File: config.mk
export PLATFORM = sky130hd
export DESIGN_NAME = poly_synth_dac
export DESIGN_NICKNAME = d
export VERILOG_FILES = /design/src/rtl/poly_synth_dac.sv
export SDC_FILE = /design/constraint.sdc
export NUM_CORES = 1
export LEC_CHECK = 0
export BUFFER_PORTS_ARGS = -buffer_cell sky130_fd_sc_hd__buf_2
export CORE_AREA = 2 2 160 162
export DETAILED_ROUTE_END_ITERATION = 7
export DIE_AREA = 0 0 162 164
export PLACE_DENSITY = 0.76
export SYNTH_ARGS = -nofsm -noshare
export SYNTH_HDL_FRONTEND = slang
export SYNTH_SLANG_ARGS = --single-unit
File: constraint.sdc
create_clock -name clk -period 17.7 [get_ports clk]
set_input_delay 2.655 -clock clk [delete_from_list [all_inputs] [get_ports clk]]
set_output_delay 2.655 -clock clk [all_outputs]
set_load 0.03 [all_outputs]
File: src/rtl/poly_synth_dac.sv
// poly_synth_dac: polyphonic square-wave synthesiser with a serial DAC driver.
// NUM_KEYS voices each advance a phase accumulator at every sample tick.
// The accumulator MSB is the voice's square wave. The active voices are
// summed into a DAC_W-bit sample, and that sample is sent as a 32-bit SPI frame.
//
// Ports:
//   clk, rst           system clock, asynchronous active-high reset
//   keys               key pressed = 1, sampled at sample ticks
//   tune_we/sel/inc    write strobe, voice index and new phase increment
//   dac_cs             DAC chip select, active low
//   spi_sck, spi_mosi  SPI clock (idle low) and data (MSB first)
//   dac_clr            DAC clear, active low, held after reset release
//   busy               frame in flight (dac_cs low)
//   overrun            sticky, a sample tick arrived while a frame was busy
module poly_synth_dac #(
  parameter int unsigned        NUM_KEYS    = 4,
  parameter int unsigned        PHASE_W     = 24,
  parameter int unsigned        DAC_W       = 12,
  parameter int unsigned        SAMPLE_DIV  = 1250,
  parameter int unsigned        SCK_DIV     = 4,
  parameter int unsigned        CLR_CYCLES  = 16,
  parameter logic [3:0]         DAC_CMD     = 4'b0011,
  parameter logic [3:0]         DAC_ADDR    = 4'b0000,
  parameter logic [PHASE_W-1:0] DEFAULT_INC = PHASE_W'(5767),
  localparam int unsigned       SEL_W       = (NUM_KEYS > 1) ? $clog2(NUM_KEYS) : 1
) (
  input  logic                clk,
  input  logic                rst,
  input  logic [NUM_KEYS-1:0] keys,
  input  logic                tune_we,
  input  logic [SEL_W-1:0]    tune_sel,
  input  logic [PHASE_W-1:0]  tune_inc,
  output logic                dac_cs,
  output logic                spi_sck,
  output logic                spi_mosi,
  output logic                dac_clr,
  output logic                busy,
  output logic                overrun
);

  localparam int unsigned CNT_W = (SAMPLE_DIV > 1) ? $clog2(SAMPLE_DIV) : 1;
  localparam int unsigned DIV_W = (SCK_DIV > 1) ? $clog2(SCK_DIV) : 1;
  localparam int unsigned CLR_W = (CLR_CYCLES > 1) ? $clog2(CLR_CYCLES) : 1;
  localparam int unsigned POP_W = $clog2(NUM_KEYS + 1);
  localparam int unsigned STEP  = (2 ** DAC_W - 1) / NUM_KEYS;

  typedef enum logic [2:0] {S_INIT, S_IDLE, S_SETUP, S_SHIFT, S_HOLD} state_t;

  state_t               state, state_nxt;
  logic [CLR_W-1:0]     clr_cnt;
  logic [CNT_W-1:0]     cnt;
  logic                 tick, tick_d, start;
  logic [PHASE_W-1:0]   acc  [NUM_KEYS];
  logic [PHASE_W-1:0]   tune [NUM_KEYS];
  logic [NUM_KEYS-1:0]  keys_q;
  logic [POP_W-1:0]     pop;
  logic [DAC_W-1:0]     sample;
  logic [11:0]          samp12;
  logic [31:0]          frame_word;
  logic [31:0]          shreg;
  logic [DIV_W-1:0]     div_cnt;
  logic                 div_last;
  logic [4:0]           bit_cnt;
  logic                 sck_q;

  assign tick     = (state != S_INIT) && (cnt == CNT_W'(SAMPLE_DIV - 1));
  assign div_last = (div_cnt == DIV_W'(SCK_DIV - 1));

  if (DAC_W >= 12) begin : g_wide
    assign samp12 = sample[DAC_W-1 -: 12];
  end else begin : g_narrow
    assign samp12 = {sample, {(12 - DAC_W){1'b0}}};
  end

  assign frame_word = {8'h00, DAC_CMD, DAC_ADDR, samp12, 4'h0};

  // keys_q holds the key state seen at the last tick, so a release on a tick
  // removes the voice from that very sample.
  always_comb begin
    pop = '0;
    for (int unsigned i = 0; i < NUM_KEYS; i++) begin
      pop = pop + POP_W'(keys_q[i] & acc[i][PHASE_W-1]);
    end
  end

  // Tick counter, oscillators, mixer and the start pulse two cycles after a tick.
  always_ff @(posedge clk or posedge rst) begin
    if (rst) begin
      cnt    <= '0;
      tick_d <= 1'b0;
      start  <= 1'b0;
      keys_q <= '0;
      sample <= '0;
      for (int unsigned i = 0; i < NUM_KEYS; i++) begin
        acc[i]  <= '0;
        tune[i] <= DEFAULT_INC << i;
      end
    end else begin
      if (state == S_INIT || tick) cnt <= '0;
      else                         cnt <= cnt + 1'b1;
      tick_d <= tick;
      start  <= tick_d;
      if (tick) begin
        keys_q <= keys;
        for (int unsigned i = 0; i < NUM_KEYS; i++) begin
          acc[i] <= keys[i] ? acc[i] + tune[i] : '0;
        end
      end
      for (int unsigned i = 0; i < NUM_KEYS; i++) begin
        if (tune_we && tune_sel == SEL_W'(i)) tune[i] <= tune_inc;
      end
      if (tick_d) sample <= DAC_W'(32'(pop) * STEP);
    end
  end

  // FSM state register
  always_ff @(posedge clk or posedge rst) begin
    if (rst) state <= S_INIT;
    else     state <= state_nxt;
  end

  // FSM next state
  always_comb begin
    state_nxt = state;
    unique case (state)
      S_INIT:  if (clr_cnt == CLR_W'(CLR_CYCLES - 1)) state_nxt = S_IDLE;
      S_IDLE:  if (start) state_nxt = S_SETUP;
      S_SETUP: if (div_last) state_nxt = S_SHIFT;
      S_SHIFT: if (div_last && !sck_q && bit_cnt == 5'd0) state_nxt = S_HOLD;
      S_HOLD:  if (div_last) state_nxt = S_IDLE;
      default: state_nxt = S_INIT;
    endcase
  end

  // FSM outputs
  always_comb begin
    dac_cs   = 1'b1;
    spi_sck  = 1'b0;
    spi_mosi = 1'b0;
    dac_clr  = 1'b1;
    unique case (state)
      S_INIT:  dac_clr = 1'b0;
      S_SETUP: begin
        dac_cs   = 1'b0;
        spi_mosi = shreg[31];
      end
      S_SHIFT: begin
        dac_cs   = 1'b0;
        spi_sck  = sck_q;
        spi_mosi = shreg[31];
      end
      S_HOLD:  dac_cs = 1'b0;
      default: ;
    endcase
    busy = ~dac_cs;
  end

  // Frame datapath: each bit is one high half-period followed by one low
  // half-period. The shift happens on the falling edge, so mosi is stable
  // across every high window.
  always_ff @(posedge clk or posedge rst) begin
    if (rst) begin
      clr_cnt <= '0;
      div_cnt <= '0;
      bit_cnt <= '0;
      sck_q   <= 1'b0;
      shreg   <= '0;
      overrun <= 1'b0;
    end else begin
      if (state == S_INIT) clr_cnt <= clr_cnt + 1'b1;
      if (state == S_SETUP || state == S_SHIFT || state == S_HOLD)
        div_cnt <= div_last ? '0 : div_cnt + 1'b1;
      else
        div_cnt <= '0;
      if (start) begin
        if (state == S_IDLE) shreg   <= frame_word;
        else                 overrun <= 1'b1;
      end
      if (state == S_SETUP && div_last) begin
        sck_q   <= 1'b1;
        bit_cnt <= 5'd31;
      end
      if (state == S_SHIFT && div_last) begin
        if (sck_q) begin
          sck_q <= 1'b0;
          shreg <= {shreg[30:0], 1'b0};
        end else if (bit_cnt != 5'd0) begin
          sck_q   <= 1'b1;
          bit_cnt <= bit_cnt - 5'd1;
        end
      end
    end
  end

endmodule

# After elaboration in Yosys (flattened, before gate mapping)
# Index checks and enable logic that the tools add are counted.
[totals]
in_bits = 33
register_bits = 269
[classes]
n_mul = 1
bitwise = 5
eq_ne = 15
n_addsub = 11
reduce_logical = 22
mux = 29
[op_table]
columns = ["op", "n"]
rows = [
  ["2-to-1 mux 32 bit", 4],
  ["adder 24 bit", 4],
  ["2-to-1 mux 24 bit", 4],
  ["2-to-1 mux 5 bit", 4],
  ["2-to-1 mux 3 bit", 5],
  ["case mux 3 bit (5 select lines)", 1],
  ["multiplier 3 x 10 -> 12 bit (second input constant)", 1],
  ["adder 11 x 1 -> 11 bit (second input constant)", 1],
  ["equality test 11 bit (second input constant)", 1],
  ["2-to-1 mux 11 bit", 1],
  ["logical AND 1 bit", 9],
  ["2-to-1 mux 1 bit", 8],
  ["inequality test 2 bit (second input constant)", 4],
  ["equality test 2 bit (second input constant)", 3],
  ["equality test 3 x 2 -> 1 bit (second input constant)", 2],
  ["zero test 5 bit", 1],
  ["AND reduction 5 bit", 1],
  ["nonzero test 5 bit", 1],
  ["subtractor 5 x 1 -> 5 bit (second input constant)", 1],
  ["adder 4 x 1 -> 4 bit (second input constant)", 1],
  ["AND 1 bit", 4],
  ["equality test 4 bit (second input constant)", 1],
  ["2-to-1 mux 2 bit", 2],
  ["adder 2 x 1 -> 3 bit", 1],
  ["other kinds (16)", 18],
]

# Longest topological paths before layout
# Gate-level depths: netlist of run 1.
[logic_depth]
word_depth = 6
depth_mapped = 15
ltp_nobuf = 15

# Worst setup path before layout of run 1
# OpenSTA, ideal clock, no wires.
[synth_path]
path_kind = "register to output"
startpoint = "reg state[0]"
endpoint = "out busy"
arrival_ns = 1.639
stages_incl_launch_ff = 5
required_time_ns = 15.045
slack_ns = 13.406
path_cell_list = "dfrtp_1 -> clkbuf_1 -> nor2_1 -> a21oi_1 -> inv_1"
[synth_between]
elab_chain_len = 2
word_cells_on_any_way = 4
cone_classes = "3 x eq/ne; 1 x reduce/logical"
[synth_rtl]
columns = ["item", "line_no", "text"]
rows = [
  ["start, declared", "49", "state_t state, state_nxt;"],
  ["start signal, assigned", "119", "else state <= state_nxt;"],
  ["equality test 3 x 2 -> 1 bit or equality test 3 bit (tied branches)", "141", "unique case (state)"],
  ["OR reduction 3 bit (no line) (*)", "-", ""],
  ["end, declared", "37", "output logic busy,"],
]
# Every way passes the cells marked *; elsewhere a longest branch is shown, timed or not.

# Worst setup path in the final report of run 1
[layout_path]
startpoint = "reg state[0]"
endpoint = "out dac_clr"
[layout_between]
elab_chain_len = 2
[layout_rtl]
columns = ["item", "line_no", "text"]
rows = [
  ["zero test 3 bit", "141", ""],
  ["2-to-1 mux 1 bit", "141", ""],
  ["end, declared", "36", "output logic dac_clr,"],
]
# Every way passes these cells.

==> flow_summary_export.csv, run 1 <==
group,metric,value,unit
global_route,grt_usage,25.0,%
global_route,gr-total-overflow,0,
finish,fin_cells,1853,
pwr,ir_drop,76.4,uV
yosys,synth_edf_count,0,
yosys,yosys.cell_types.count,67,
cts,cts.htree.levels,1,
cts,hold_buffers,0,
route,drtPass1Iterations,5,
global_route,grt_pass1_wl,53.8,mm
yosys,synthTopCellsByArea,"dfrtp_1 40%, ha_1 9.0%, mux2_2 7.7%",
route,ant_nets,0,
yosys,yosysSeqAreaShare,45.4,%
route,vias,11000,
sta,tns,0,ps
yosys,synth_top_cell_area_share,40.4,%
floorplanning,die_x,162,microns
place,gp_congestion,0.838,
yosys,yosysTopAreaCell,"dfrtp_1",
cts,cts_tree,"done",
place,dp_cells,1799,
yosys,synthesis.area,14700,sq um
floorplanning,io_pins,39,
finish,drive_gt1_share,16.4,%
floorplanning,rows,58,
route,routedWlPerCell,17.4,microns
cts,clk_pin_slew_worst_paths,60,ps
critical_path,crit_type,"flop to primary output",
sta,final_max_slew_viol_count,0,
yosys,ys_ff_latch,266,
critical_path,r2r-start,"tune[49]",
critical_path,ff2ff_path_depth,13,
route,routed_wl,32.3,mm
yosys,syn_avg_cell_area,10.0,sq um
sta,maxSlewHeadroom,30.6,%
global_route,grt_max_degree,158,
min_path,hold_depth,1,
min_path,hold_class,"flop to flop",
cts,cts_buffers,29,
yosys,syn-num-nets,1619,
floorplanning,start_util,59.4,%
cts,cts_setup_buffers,0,
place,port_buffers,38,
yosys,yosysMostFrequentCell,"dfrtp_1",
sta,setup_viol,0,
cts,insertion_delay,550,ps
global_route,grt_antenna_before_repair,0,
pwr,p_per_area,106,nW/um^2
finish,fin_nets,1648,
route,drtIter0Drc,707,
sta,rsz0062_at_grt,"no",
cts,clock-sinks,266,
yosys,yosysWarnings,0,
min_path,min_to,"div_cnt[0]",
cts,clockBufferDepth,3,
sta,hold_viol,0,
finish,syn_to_final_growth,9.91,%
sta,skew,8.51,ps
place,hpwlAfterDp,21.3,mm
min_path,hold_start,"div_cnt[0]",
global_route,grt_pass1_vias,10800,
finish,layout.filler_cells,1953,
sta,max_freq,0.222,GHz
floorplanning,die_y,164,microns
critical_path,cp.required,15050,ps
floorplanning,core,24800,sq um
floorplanning,dieArea,26600,sq um
yosys,synth_common_cells,"238 x dfrtp_1, 208 x nand2_1, 128 x o21ai_0, 106 x ha_1, 101 x mux2_2",
cts,cts_root_buf,"clkbuf_16",
route,drc,0,
cts,cts.repair.resized,0,
sta,period_needed,4510,ps
job,maxCapViolations,0,
critical_path,critPathLaunchType,"flop",
critical_path,cp-end-kind,"primary output",
sta,worst_slew_pin_slew,1040,ps
pwr,p_leak,0.00762,uW
critical_path,worst_ep_arrival_time,1860,ps
critical_path,cp_max_fo,12,
sta,period_share,25.5,%
critical_path,reg2reg_to,"acc[70]",
yosys,synthArstFlopShare,100,%
status,outcome,"finished, final reports clean",
route,vias_per_cell,5.94,
critical_path,reg2reg_setup_slack,14170,ps
yosys,ys.flop_type,"dfrtp_1",
yosys,syn_inst,1471,
## per-layer routing
metal  track usage [%]  routed length [microns]
met1              34.0                    14500
met2              41.7                    15300
met3              3.28                     1410
met4              8.37                      971
met5                 0                        0
## placed cells by master (no fill, tap or decap), types with 6 or more instances in the layout
cell type  netlist  routed
dfrtp_1        238     238
nand2_1        208     208
o21ai_0        128     128
ha_1           106     106
mux2_2         101     101
a21oi_1         81      81
nor2_1          73      73
nand3_1         61      61
inv_1           56      55
xnor2_1         52      52
a21o_1          46      46
buf_2            0      38
xor2_1          35      35
clkbuf_16        0      29
dfstp_2         28      28
and3_1          16      16
nor2b_1         14      14
o31ai_1         13      13
nor3_1          12      12
clkbuf_8         0      11
o21ai_1         10      10
o21bai_1        10      10
fa_1             9       9
buf_4            0       9
nand3b_1         8       8
mux2i_1          8       8
o21a_1           8       8
and2_1           7       7
nand2b_1         8       7
a31oi_1          6       6
a31o_2           6       6
clkinv_2         0       6
## through the flow
step                power (uW)  util, %  setup WS (ps)  hold slack, ps  area (sq um)
global placement          1110     61.4          12620             428         15200
finish                    1710     65.3          13190             454         16200
detailed placement        1120     61.4          12590             440         15200
CTS                       1720     65.2          13150             455         16200
floorplan                 1030        -           7770             415         14700
global route              1800     65.2          12830             474         16200
## power by group
part	internal [uW]	switching (uW)	leakage [uW]
sequential	659	28.4	0.00296
clock	346	244	0.000473
combinational	198	234	0.00419
## layout make-up
type,instances,area (sq um),share of cell area (%)
Timing Repair Buffer,47,258,1.59
Multi-Input combinational cell,1099,7660,47.3
Tap cell,330,413,2.55
Inverter,57,221,1.37
Sequential cell,266,6690,41.3
Clock buffer,43,888,5.49
Antenna cell,1,2.50,0.0155
Clock inverter,10,62.6,0.386
## cells by family after synthesis
logic type,synth area share [%]
DFF,45.4
and+or+nand+nor,13.4
muxes,8.26
adders and majority gates,10.2
AOI/OAI and AO/OA,14.8
buffers and inverters,2.70
xor gates and xnor gates,5.17
## registers in the layout, summed over array words and instances, names as in the netlist
| name | cells |
|---|---|
| cnt | 11 |
| state | 3 |
| clr_cnt | 4 |
| sck_q | 1 |
| samp12 | 9 |
| overrun | 1 |
| bit_cnt | 5 |
| acc | 96 |
| div_cnt | 2 |
| tune | 96 |
| shreg | 32 |
| keys_q | 4 |
| tick_d | 1 |
| start | 1 |
## critical path, stage by stage (launching register included)
cell and delay [ps]:
dfrtp_1 490, nor3_1 400, inv_1 200, buf_2 230
## how the worst max path moves through the flow
stage	start	to	slack [ps]	cells past startpoint
2_1_floorplan	rst	acc[0]	7770	1
3_5_place_dp	rst	acc[47]	12590	4
5_1_grt	rst	acc[55]	12830	4
6_report	state[0]	dac_clr	13190	3
3_3_place_gp	rst	acc[61]	12620	4
4_1_cts	state[0]	dac_clr	13150	3
(Power assumes the default switching activity.)
==> run 2, diff against run 1 <==
--- a/config.mk
+++ b/config.mk
@@ -5,10 +5,11 @@
 export SDC_FILE = /design/constraint.sdc
 export NUM_CORES = 1
 export LEC_CHECK = 0
+export ABC_AREA = 1
 export BUFFER_PORTS_ARGS = -buffer_cell sky130_fd_sc_hd__buf_2
-export CORE_AREA = 2 2 160 162
+export CORE_AREA = 2 2 173 175
 export DETAILED_ROUTE_END_ITERATION = 7
-export DIE_AREA = 0 0 162 164
+export DIE_AREA = 0 0 175 177
 export PLACE_DENSITY = 0.76
 export SYNTH_ARGS = -nofsm -noshare
 export SYNTH_HDL_FRONTEND = slang
==> constraint.sdc (replaced) <==
create_clock -name clk -period 4.4 [get_ports clk]
set_input_delay 0.66 -clock clk [delete_from_list [all_inputs] [get_ports clk]]
set_output_delay 0.66 -clock clk [all_outputs]
set_load 0.03 [all_outputs]
==> flow_summary_export.csv, run 2 <==
group,metric,value,unit
route,vias,15500,
floorplanning,core,29200,sq um
sta,maxSlewHeadroom,44.3,%
pwr,ir_drop,346,uV
sta,fin_hold_ws,263,ps
critical_path,cp-end-kind,"flop",
yosys,yosysSeqAreaShare,38.9,%
cts,cts.repair.resized,0,
cts,cts_buffers,30,
finish,fin_nets,2716,
floorplanning,dieArea,31000,sq um
route,vias_per_cell,5.20,
job,maxCapViolations,0,
finish,reg_top3,"acc x96, tune x96, shreg x32",
sta,max_freq,0.281,GHz
cts,clock-sinks,266,
yosys,yosysTopAreaCell,"dfrtp_1",
yosys,yosysMostFrequentCell,"nand2_1",
finish,final_cell_mix,"1027 x nand2_1, 391 x inv_1, 238 x dfrtp_1, 190 x nor2_1, 150 x o21ai_0",
critical_path,critPathLaunchType,"flop",
route,routedWlPerCell,14.1,microns
yosys,syn_inst,2536,
pwr,p_leak,0.0106,uW
sta,worst_slew_pin_slew,835,ps
status,outcome,"finished, final reports clean",
global_route,grt_pass1_vias,14900,
yosys,synthTopCellsByArea,"dfrtp_1 35%, nand2_1 22%, inv_1 8.6%",
place,placed_cell_area,17700,sq um
cts,cts_setup_buffers,0,
floorplanning,die_y,177,microns
cts,cts_tree,"done",
finish,insertedDiodeCount,0,
yosys,ys_ff_latch,266,
critical_path,cp.required,4830,ps
cts,cts.htree.levels,1,
floorplanning,rows,63,
floorplanning,io_pins,39,
critical_path,crit_type,"flop to flop",
floorplanning,die_x,175,microns
sta,hold_viol,0,
global_route,grt_usage,27.7,%
sta,period_share,80.8,%
cts,hold_buffers,0,
yosys,yosys.cell_types.count,34,
yosys,synth_common_cells,"1027 x nand2_1, 392 x inv_1, 238 x dfrtp_1, 190 x nor2_1, 150 x o21ai_0",
finish,final_common_cell,"nand2_1",
finish,finalInstanceArea,18800,sq um
sta,period_needed,3560,ps
yosys,syn-num-nets,2684,
route,drtIter0Drc,1060,
global_route,gr-total-overflow,0,
min_path,hold_class,"primary input to async pin",
place,hpwlAfterDp,30.6,mm
yosys,syn_avg_cell_area,6.78,sq um
global_route,grt_pass1_wl,69.7,mm
critical_path,cp_max_fo,5,
sta,final_max_slew_viol_count,0,
yosys,synth_edf_count,0,
route,ant_nets,0,
route,drtPass1Iterations,7,
sta,skew,7.91,ps
finish,syn_to_final_growth,9.57,%
global_route,grt_max_degree,154,
sta,setup_viol,0,
yosys,synthArstFlopShare,100,%
cts,clockBufferDepth,3,
place,port_buffers,38,
cts,clk_pin_slew_worst_paths,60,ps
critical_path,worst_ep_arrival_time,3990,ps
cts,insertion_delay,560,ps
yosys,synth_top_cell_area_share,34.6,%
sta,tns,0,ps
pwr,p_per_area,408,nW/um^2
cts,cts_root_buf,"clkbuf_16",
yosys,synthesis.area,17200,sq um
floorplanning,start_util,58.8,%
route,drc,0,
finish,drive_gt1_share,5.36,%
global_route,grt_antenna_before_repair,2,
yosys,ys.flop_type,"dfrtp_1",
route,routed_wl,42.1,mm
sta,rsz0062_at_grt,"no",
place,gp_congestion,0.966,
yosys,yosysWarnings,0,
-- run 2: worst max-delay path: stages, from the launching register on --
cell     delay, ps
dfrtp_1        390
nand2_1        110
fa_1           540
inv_1           50
ha_1           200
inv_1           60
ha_1           120
inv_1           50
ha_1           170
a21oi_1        340
inv_1          230
fa_1           490
fa_1           400
xnor2_1        180
o21ai_0        100
-- run 2: per-layer routing --
metal / vias up / routed length [microns] / global-route usage [%] / part of all wire [%]
li1: 7922 / - / - / -
met1: 7114 / 18700 / 36.0 / 44
met2: 381 / 19300 / 46.6 / 46
met3: 99 / 2250 / 3.54 / 5.4
met4: 0 / 1830 / 12.4 / 4.3
met5: - / 0 / 0 / 0
-- run 2: path summary, 6_finish.rpt --
path	startpoint	cells after the start	endpoint	slack, ps
max	acc[95]	14	samp12[10]	840
min	rst	3	div_cnt[0]	260
max reg2reg	acc[95]	14	samp12[10]	840
min reg2reg	div_cnt[0]	1	div_cnt[0]	430
max in group asynchronous	rst	3	acc[91]	3410
min in group clk	div_cnt[0]	1	div_cnt[0]	430
-- run 2: cell families (layout without fill, tap and decap cells) --
family,Yosys count,in the layout,synth area share (%)
XOR/XNOR,23,23,1.17
multiplexers,1,1,0.0582
adder cells (fa/ha/maj),115,115,8.76
flip-flops,266,266,38.9
AND/OR/NAND/NOR,1437,1437,33.6
AO/OA/AOI/OAI,249,249,7.37
buffers and inverters,445,501,10.1
-- run 2: cell type report --
class | instances | area, sq um
well taps | 390 | 488
clock buffers | 44 | 843
repair buffers | 49 | 298
multi-input cells | 1825 | 8780
clock inverters | 12 | 249
fillers | 2622 | 10400
flip-flops and latches | 266 | 6690
inverters | 396 | 1490
-- run 2: stage by stage --
stage	instances	setup slack, ps	power [uW]	utilization (%)
floorplan	2536	251	4430	-
finish	2982	845	7690	64.4
CTS	2982	859	7720	64.4
detailed placement	2926	863	4950	60.7
global route	2982	641	8200	64.4
global placement	2926	973	4900	60.7
-- run 2: power breakdown --
| part | switching, uW | internal [uW] |
|---|---|---|
| clock network | 1010 | 1730 |
| logic | 1480 | 741 |
| registers | 99.2 | 2620 |
| total | 2600 | 5090 |
